--- src/rtl/pc_gen_if.sv ---
// Fetch-side bundle for pc_gen: freeze, redirect requests, fetch handshake and status.
// misalign_o exists only when PC_GEN_ALIGN_CHK_EN is defined.
interface pc_gen_if #(
    parameter int WORD_SIZE_P = 16,
    parameter int NUM_REDIR_P = 3,
    parameter int CNT_W_P     = 8
);
    logic                                 hold_i;
    logic [NUM_REDIR_P-1:0]               redirect_v_i;
    logic [NUM_REDIR_P*WORD_SIZE_P-1:0]   redirect_pc_i;
    logic                                 fetch_ready_i;
    logic [WORD_SIZE_P-1:0]               pc_o;
    logic                                 pc_v_o;
    logic                                 redirect_taken_o;
    logic                                 pending_o;
    logic [CNT_W_P-1:0]                   redirect_cnt_o;
`ifdef PC_GEN_ALIGN_CHK_EN
    logic                                 misalign_o;
`endif

    modport master (
        output hold_i, redirect_v_i, redirect_pc_i, fetch_ready_i,
        input  pc_o, pc_v_o, redirect_taken_o, pending_o, redirect_cnt_o
`ifdef PC_GEN_ALIGN_CHK_EN
        , input misalign_o
`endif
    );

    modport slave (
        input  hold_i, redirect_v_i, redirect_pc_i, fetch_ready_i,
        output pc_o, pc_v_o, redirect_taken_o, pending_o, redirect_cnt_o
`ifdef PC_GEN_ALIGN_CHK_EN
        , output misalign_o
`endif
    );
endinterface

--- src/rtl/pc_gen.sv ---
// Registered fetch PC generator with prioritised redirects and a one-entry redirect buffer
// used while frozen. Optional target alignment check: PC_GEN_ALIGN_CHK_EN.
module pc_gen #(
    parameter int                     WORD_SIZE_P = 16,
    parameter int                     STEP_P      = 2,
    parameter int                     NUM_REDIR_P = 3,
    parameter logic [WORD_SIZE_P-1:0] RESET_VEC_P = '0,
    parameter int                     CNT_W_P     = 8
) (
    input  logic     clk_i,
    input  logic     reset_n_i,
    pc_gen_if.slave  bus
);
    localparam int IDX_W = (NUM_REDIR_P > 1) ? $clog2(NUM_REDIR_P) : 1;
    localparam logic [CNT_W_P-1:0] CNT_MAX = '1;
`ifdef PC_GEN_ALIGN_CHK_EN
    localparam logic [WORD_SIZE_P-1:0] ALIGN_MASK = WORD_SIZE_P'(STEP_P - 1);
`endif

    typedef enum logic [1:0] {BOOT, RUN, PEND} state_t;

    state_t                  state_r, state_n;
    logic [WORD_SIZE_P-1:0]  pc_r, pc_n, pend_pc_r, pend_pc_n;
    logic [WORD_SIZE_P-1:0]  sel_pc, apply_pc, load_pc;
    logic [IDX_W-1:0]        sel, pend_idx_r, pend_idx_n;
    logic                    any_redir, sel_beats_pend, pc_v, accept;
    logic                    apply, incr, taken_r, misalign;
    logic [CNT_W_P-1:0]      cnt_r;
`ifdef PC_GEN_ALIGN_CHK_EN
    logic                    misalign_r;
`endif

    // Lowest set index wins, so scan from the top down and let lower indices overwrite.
    always_comb begin
        sel = '0;
        for (int k = NUM_REDIR_P - 1; k >= 0; k--) begin
            if (bus.redirect_v_i[k]) sel = IDX_W'(k);
        end
    end

    assign any_redir      = |bus.redirect_v_i;
    assign sel_pc         = bus.redirect_pc_i[sel*WORD_SIZE_P +: WORD_SIZE_P];
    assign sel_beats_pend = any_redir && (sel < pend_idx_r);
    assign pc_v           = (state_r == RUN) && !bus.hold_i;
    assign accept         = pc_v && bus.fetch_ready_i;

    always_ff @(posedge clk_i or negedge reset_n_i) begin
        if (!reset_n_i) state_r <= BOOT;
        else            state_r <= state_n;
    end

    always_comb begin
        state_n    = state_r;
        pend_pc_n  = pend_pc_r;
        pend_idx_n = pend_idx_r;
        apply      = 1'b0;
        incr       = 1'b0;
        apply_pc   = sel_pc;
        case (state_r)
            BOOT: begin
                if (!bus.hold_i) begin
                    state_n = RUN;
                    apply   = any_redir;
                end
            end
            RUN: begin
                if (bus.hold_i) begin
                    if (any_redir) begin
                        state_n    = PEND;
                        pend_pc_n  = sel_pc;
                        pend_idx_n = sel;
                    end
                end else if (any_redir) begin
                    apply = 1'b1;
                end else begin
                    incr = accept;
                end
            end
            PEND: begin
                // A strictly higher-priority live request beats the buffered one, even on release.
                if (!bus.hold_i) begin
                    state_n  = RUN;
                    apply    = 1'b1;
                    apply_pc = sel_beats_pend ? sel_pc : pend_pc_r;
                end else if (sel_beats_pend) begin
                    pend_pc_n  = sel_pc;
                    pend_idx_n = sel;
                end
            end
            default: state_n = BOOT;
        endcase
    end

`ifdef PC_GEN_ALIGN_CHK_EN
    assign load_pc  = apply_pc & ~ALIGN_MASK;
    assign misalign = apply && |(apply_pc & ALIGN_MASK);
`else
    assign load_pc  = apply_pc;
    assign misalign = 1'b0;
`endif

    always_comb begin
        pc_n = pc_r;
        if (apply)     pc_n = load_pc;
        else if (incr) pc_n = pc_r + WORD_SIZE_P'(STEP_P);
    end

    always_ff @(posedge clk_i or negedge reset_n_i) begin
        if (!reset_n_i) begin
            pc_r       <= RESET_VEC_P;
            pend_pc_r  <= '0;
            pend_idx_r <= '0;
            taken_r    <= 1'b0;
            cnt_r      <= '0;
        end else begin
            pc_r       <= pc_n;
            pend_pc_r  <= pend_pc_n;
            pend_idx_r <= pend_idx_n;
            taken_r    <= apply;
            if (apply && (cnt_r != CNT_MAX)) cnt_r <= cnt_r + 1'b1;
        end
    end

`ifdef PC_GEN_ALIGN_CHK_EN
    always_ff @(posedge clk_i or negedge reset_n_i) begin
        if (!reset_n_i) misalign_r <= 1'b0;
        else            misalign_r <= misalign;
    end
    assign bus.misalign_o = misalign_r;
`else
    logic unused_misalign;
    assign unused_misalign = misalign;
`endif

    assign bus.pc_o             = pc_r;
    assign bus.pc_v_o           = pc_v;
    assign bus.redirect_taken_o = taken_r;
    assign bus.pending_o        = (state_r == PEND);
    assign bus.redirect_cnt_o   = cnt_r;
endmodule

--- src/flat_wrapper.sv ---
// flat-port wrapper written by rule: the top's interface ports become plain ports
module pc_gen_flat 
#(
    parameter int                     WORD_SIZE_P = 16,
    parameter int                     STEP_P      = 2,
    parameter int                     NUM_REDIR_P = 3,
    parameter logic [WORD_SIZE_P-1:0] RESET_VEC_P = '0,
    parameter int                     CNT_W_P     = 8
)
  (clk_i, reset_n_i, bus_hold_i, bus_redirect_v_i, bus_redirect_pc_i, bus_fetch_ready_i, bus_pc_o, bus_pc_v_o, bus_redirect_taken_o, bus_pending_o, bus_redirect_cnt_o);
  pc_gen_if #(.WORD_SIZE_P(WORD_SIZE_P), .NUM_REDIR_P(NUM_REDIR_P), .CNT_W_P(CNT_W_P)) bus_i ();
  input  logic clk_i;
  input  logic reset_n_i;
  input wire logic [$bits(bus_i.hold_i)-1:0] bus_hold_i;
  input wire logic [$bits(bus_i.redirect_v_i)-1:0] bus_redirect_v_i;
  input wire logic [$bits(bus_i.redirect_pc_i)-1:0] bus_redirect_pc_i;
  input wire logic [$bits(bus_i.fetch_ready_i)-1:0] bus_fetch_ready_i;
  output wire logic [$bits(bus_i.pc_o)-1:0] bus_pc_o;
  output wire logic [$bits(bus_i.pc_v_o)-1:0] bus_pc_v_o;
  output wire logic [$bits(bus_i.redirect_taken_o)-1:0] bus_redirect_taken_o;
  output wire logic [$bits(bus_i.pending_o)-1:0] bus_pending_o;
  output wire logic [$bits(bus_i.redirect_cnt_o)-1:0] bus_redirect_cnt_o;
  assign bus_i.hold_i = bus_hold_i;
  assign bus_i.redirect_v_i = bus_redirect_v_i;
  assign bus_i.redirect_pc_i = bus_redirect_pc_i;
  assign bus_i.fetch_ready_i = bus_fetch_ready_i;
  assign bus_pc_o = bus_i.pc_o;
  assign bus_pc_v_o = bus_i.pc_v_o;
  assign bus_redirect_taken_o = bus_i.redirect_taken_o;
  assign bus_pending_o = bus_i.pending_o;
  assign bus_redirect_cnt_o = bus_i.redirect_cnt_o;
  pc_gen #(.WORD_SIZE_P(WORD_SIZE_P), .STEP_P(STEP_P), .NUM_REDIR_P(NUM_REDIR_P), .RESET_VEC_P(RESET_VEC_P), .CNT_W_P(CNT_W_P)) u_core (.clk_i(clk_i), .reset_n_i(reset_n_i), .bus(bus_i));
endmodule
--- config.mk ---
export PLATFORM = sky130hd
export DESIGN_NAME = pc_gen_flat
export DESIGN_NICKNAME = d
export VERILOG_FILES = /design/src/rtl/pc_gen_if.sv /design/src/rtl/pc_gen.sv /design/src/flat_wrapper.sv
export SDC_FILE = /design/constraint.sdc
export NUM_CORES = 1
export LEC_CHECK = 0
export ABC_AREA = 1
export CORE_MARGIN = 1.5
export CORE_UTILIZATION = 40
export CTS_BUF_LIST = sky130_fd_sc_hd__clkbuf_2
export CTS_CLUSTER_DIAMETER = 80
export DETAILED_ROUTE_END_ITERATION = 6
export PLACE_DENSITY = 0.72
export RECOVER_POWER = 25
export SLEW_MARGIN = 15
export SYNTH_ARGS = -nofsm -noshare
export SYNTH_HDL_FRONTEND = slang
export SYNTH_SLANG_ARGS = --single-unit
--- constraint.sdc ---
create_clock -name clk_i -period 1.7 [get_ports clk_i]
set_input_delay 0.34 -clock clk_i [delete_from_list [all_inputs] [get_ports clk_i]]
set_output_delay 0.34 -clock clk_i [all_outputs]
set_load 0.02 [all_outputs]
# Word-level counts from Yosys, hierarchy flattened
# Index checks and enable logic that the tools add are counted.
# W data, S select, Z words.
[op_classes]
add_sub_neg = 2
order_cmp = 1
eq_ne = 8
n_shift = 1
muxes = 29
reduce_logical = 13
[op_table]
columns = ["cell", "count"]
rows = [
  ["$mux W16", 8],
  ["$shiftx A48 B7 Y16", 1],
  ["$pmux W16 S2", 1],
  ["$mux W2", 10],
  ["$add A16 B2 Y16 const B", 1],
  ["$add A8 B1 Y8 const B", 1],
  ["$ne A8 B8 Y1 const B", 1],
  ["$pmux W2 S2", 2],
  ["$mux W1", 7],
  ["$ne A2 B2 Y1 const B", 3],
  ["$reduce_and A5 Y1", 1],
  ["$logic_and A1 B1 Y1", 4],
  ["$ne A2 B1 Y1 const B", 2],
  ["$reduce_and A4 Y1", 1],
  ["$reduce_bool A2 Y1", 2],
  ["$pmux W1 S3", 1],
  ["$reduce_and A3 Y1", 1],
  ["$reduce_or A3 Y1", 1],
  ["$eq A2 B1 Y1 const B", 1],
  ["$eq A2 B2 Y1 const B", 1],
  ["$logic_not A2 Y1", 1],
  ["$lt A2 B2 Y1", 1],
  ["$reduce_or A2 Y1", 1],
  ["$logic_not A1 Y1", 1],
]
[totals]
regBits = 45
input_bits = 55
out_inout_bits = 27
wordCells = 60

# Depth between registers and ports, before layout
[logic_depth]
depth_word = 9
mapped_depth = 12
depth_no_buf = 11

# Worst setup path before layout
# OpenSTA, ideal clock, no wires.
[synth_timing]
kind = "register to register"
from = "register u_core.state_r[0]"
to = "register u_core.pc_r[8], in the netlist u_core.bus.pc_o[8]"
setup_ps = 122
arrival_time_ps = 1608
required_ps = 1578
slack_ps = -30
stages_incl_launch_ff = 10
n_path_buf = 1
synth_period_minus_slack_ps = 1730
cell_sequence = "dfrtp_1 -> nor2_1 -> nand2_1 -> nand2_2 -> inv_2 -> nand2_2 -> buf_4 -> o21ai_0 -> nor2_1 -> a21oi_1"
[synth_between]
word_cells_on_any_way = 12
classes_between = "2 x eq/ne; 6 x mux; 4 x reduce/logical"
[synth_lines]
columns = ["item", "line", "rtl"]
rows = [
  ["start, declared", "pc_gen.sv:22", "state_t state_r, state_n;"],
  ["start signal, assigned", "pc_gen.sv:49", "else state_r <= state_n;"],
  ["$eq A2 B2 Y1 (*)", "--", ""],
  ["via bus_pending_o", "flat_wrapper.sv:21", "output wire logic [$bits(bus_i.pending_o)-1:0] bus_pending_o;"],
  ["$pmux W1 S3 or $mux W16 (tied branches)", "pc_gen.sv:59", "case (state_r)"],
  ["$mux W16 or $reduce_bool A2 Y1 (tied branches)", "--", ""],
  ["end signal, assigned", "pc_gen.sv:116", "pc_r <= pc_n;"],
  ["end, declared", "pc_gen.sv:23", "logic [WORD_SIZE_P-1:0] pc_r, pc_n, pend_pc_r, pend_pc_n;"],
]
# The timed path passes the listed nets; every way through them passes the cells marked *.
# A chain may end at the register's enable or synchronous reset.

# Worst setup path after layout
[layout_timing]
from = "register u_core.pc_r[1], in the netlist u_core.bus.pc_o[1]"
to = "output bus_pc_o[1]"
[layout_lines]
columns = ["item", "line", "rtl"]
rows = [
  ["end, declared", "flat_wrapper.sv:18", "output wire logic [$bits(bus_i.pc_o)-1:0] bus_pc_o;"],
]
# No word-level cell between the ends.

==> flow_summary.yaml <==
detailed_routing:
  routed.top_layer: "met4"
  wl_met3_um: 478
  drt-met1-wl_um: 3820
  drtPass1Iterations: 4
  drt-initial-drc-count: 145
  via_per_inst: 4.874
  drt_wl_total_um: 8111
  ant_nets: 0
  vias: 3290
  drc: 0
  routedWlPerCell_um: 12.02
  met2WireLength_um: 3711
yosys:
  ys_seq_area_share_pct: 37.42
  ys_ff_latch: 45
  yosys_warnings: 0
  syn_area_per_cell_um2: 6.628
  synth_fp_nets: 511
  netlist_area_um2: 3009
  syn_inst: 454
  synth_cell_types: 31
cts:
  root_buffer: "clkbuf_2"
  clock_latency_ns: 0.42
  clock-sinks: 45
  cts.clk_slew.worst_paths_ns: 0.25
  cts_tree: "done"
  cts_made_buffers: 5
  clock_path_buffers: 2
  htreeDepth: 2
placement:
  dp_hpwl_um: 6244
  dp_cells: 658
  gp_congestion: 0.9681
  dpl_cell_area_um2: 4227
  io_buffers: 81
critical_path:
  crit_start: "u_core.bus.pc_o[1]"
  worstSetupEndpointType: "output port"
  required_ns: 1.36
  r2r_end: "u_core.pend_pc_r[1]"
  critPathCapture: "bus_pc_o[1]"
  rr_worst_depth: 7
  crit_type: "flip-flop to output port"
  reg2reg_from: "u_core.state_r[0]"
  start_kind: "flip-flop"
  worstPathMaxFanout: 5
  rrSetupSlack_ns: 0.07
  cp_data_arrival_time_ns: 1.31
cells_and_area:
  area_delta_synth_final_pct: 43.66
  layout_common_cells: "nand2_1, clkdlybuf4s50_1, nand3_1"
  final_common_cell: "nand2_1"
  fillers: 716
  fin_nets: 632
  final_area_um2: 4323
  antenna_cells: 0
  fin_cells: 675
  layout-drive-gt1-share_pct: 14.76
  multi_input_area_um2: 1625
  regArea_um2: 1132
sta:
  finalHoldViolCount: 0
  slew_violations: 0
  timing.fmax_mhz: 607.9
  holdWs_ns: 0.5212
  period_share_pct: 96.77
  period_needed_ns: 1.645
  tns_ns: 0
  setup_viol: 0
  rsz0062_at_grt: "yes"
  slew_headroom_pct: 26.27
  worstMarginPinSlew_ns: 1.106
  fin_worst_skew_ns: 0.009503
global_route:
  grt_usage_pct: 20.26
  antenna_found_initial: 0
  grt_max_degree: 46
  grt_pass1_vias: 3102
  grt_pass1_wl_um: 13730
  overflow: 0
run_status:
  status: "finished, final reports clean"
floorplanning:
  die_w_um: 89.74
  row_count: 31
  initial_core_util_pct: 41.49
  die_h_um: 89.74
  dieArea_um2: 8052
  core_area_um2: 7253
  pin_count: 82
power:
  leakagePower_nw: 2.185
  irDropWorstVdd_v: 0.0003811
  power_density_nw_per_um2: 956.5
run:
  cap_viol_max_count: 0
worst_hold_path:
  min_path_type: "flip-flop to flip-flop"
==> worst min-delay path by stage <==
stage	start	end	slack [ns]	cells past startpoint
after global routing	u_core.bus.redirect_cnt_o[3]	u_core.bus.redirect_cnt_o[3]	0.56	1
after global placement	reset_n_i	u_core.bus.redirect_cnt_o[4]	0.33	2
after CTS	reset_n_i	u_core.bus.redirect_cnt_o[3]	0.37	3
after floorplan	reset_n_i	u_core.bus.pc_o[0]	0.04	0
final	u_core.bus.redirect_cnt_o[4]	u_core.bus.redirect_cnt_o[4]	0.52	1
after detailed placement	reset_n_i	u_core.bus.redirect_cnt_o[3]	0.34	2
==> where the power goes <==
group / internal (mW) / total (mW) / switching (mW)
combinational: 0.885 / 2.01 / 1.13
clock: 0.104 / 0.482 / 0.378
sequential: 1.38 / 1.64 / 0.262
==> cell usage after synthesis <==
library cell	instances	area (um2)
nor2_4	1	11.26
dfrtp_1	45	1126
nand4_1	4	25.02
xnor2_1	3	26.28
buf_4	1	7.510
nand3_1	49	245.2
ha_1	2	25.02
a31oi_1	1	6.260
nand3b_1	1	7.510
buf_6	4	45.04
nor2_1	46	172.7
o21ai_1	5	25.02
nor3_1	9	45.04
o211ai_1	7	52.55
nand2_4	1	11.26
o21a_1	2	15.01
o21ai_4	1	16.27
or2_2	1	6.260
xor2_1	6	52.55
o21ai_0	34	170.2
a21oi_2	1	8.760
nor2_2	1	6.260
buf_2	9	45.04
inv_4	1	6.260
inv_2	2	7.510
inv_1	47	176.4
nand3_2	1	10.01
clkbuf_1	2	7.510
a21oi_1	8	40.04
nand2_2	5	31.28
nand2_1	154	578.1
==> timing repair <==
item,CTS,global route
pin swaps,0,2
hold buffers,1,0
setup buffers,5,2
endpoints found under the hold margin,45,0
endpoints found under the setup margin,27,28
resized for setup,37,12
cloned,0,1
==> layout make-up <==
class / instances / share of cell area [%]
inverter: 50 / 4.399
tap: 99 / 2.865
multi-input combinational: 344 / 37.60
clock inverter: 3 / 0.4920
timing repair buffer: 129 / 27.87
sequential: 45 / 26.19
clock buffer: 5 / 0.5789
==> cells by family after synthesis <==
group	share of synthesized area [%]
simple gates	38.21
flops	37.42
fa+ha+maj	0.8315
xor+xnor	2.620
buf+inv	9.813
compound gates	11.10
==> per-layer routing <==
layer	track usage, %	vias to the layer above
li1	-	1698
met1	27.22	1456
met2	34.10	128
met3	3.469	8
met4	4.762	0
met5	0	-
==> through the flow <==
stage          setup WS [ns]  power [mW]  util [%]
2_1_floorplan        0.07968       2.755         -
5_1_grt             -0.06525       4.455     59.60
3_5_place_dp         -0.3927       3.699     58.27
4_1_cts              0.01159       4.092     59.17
6_report             0.05498       4.135     59.60
3_3_place_gp         -0.3802       3.637     58.27
==> critical path, cell delays in order, from the launching register on <==
cell and delay (ns):
dfrtp_1 0.45, buf_4 0.16, clkdlybuf4s15_1 0.28
==> flip-flops by register name (all words and copies together) (netlist names) <==
name and cells:
u_core.pend_idx_r 2, u_core.state_r 2, u_core.bus.redirect_cnt_o 8, u_core.bus.redirect_taken_o 1, u_core.pend_pc_r 16, u_core.bus.pc_o 16
No activity file was read; power rests on OpenSTA's default activity.
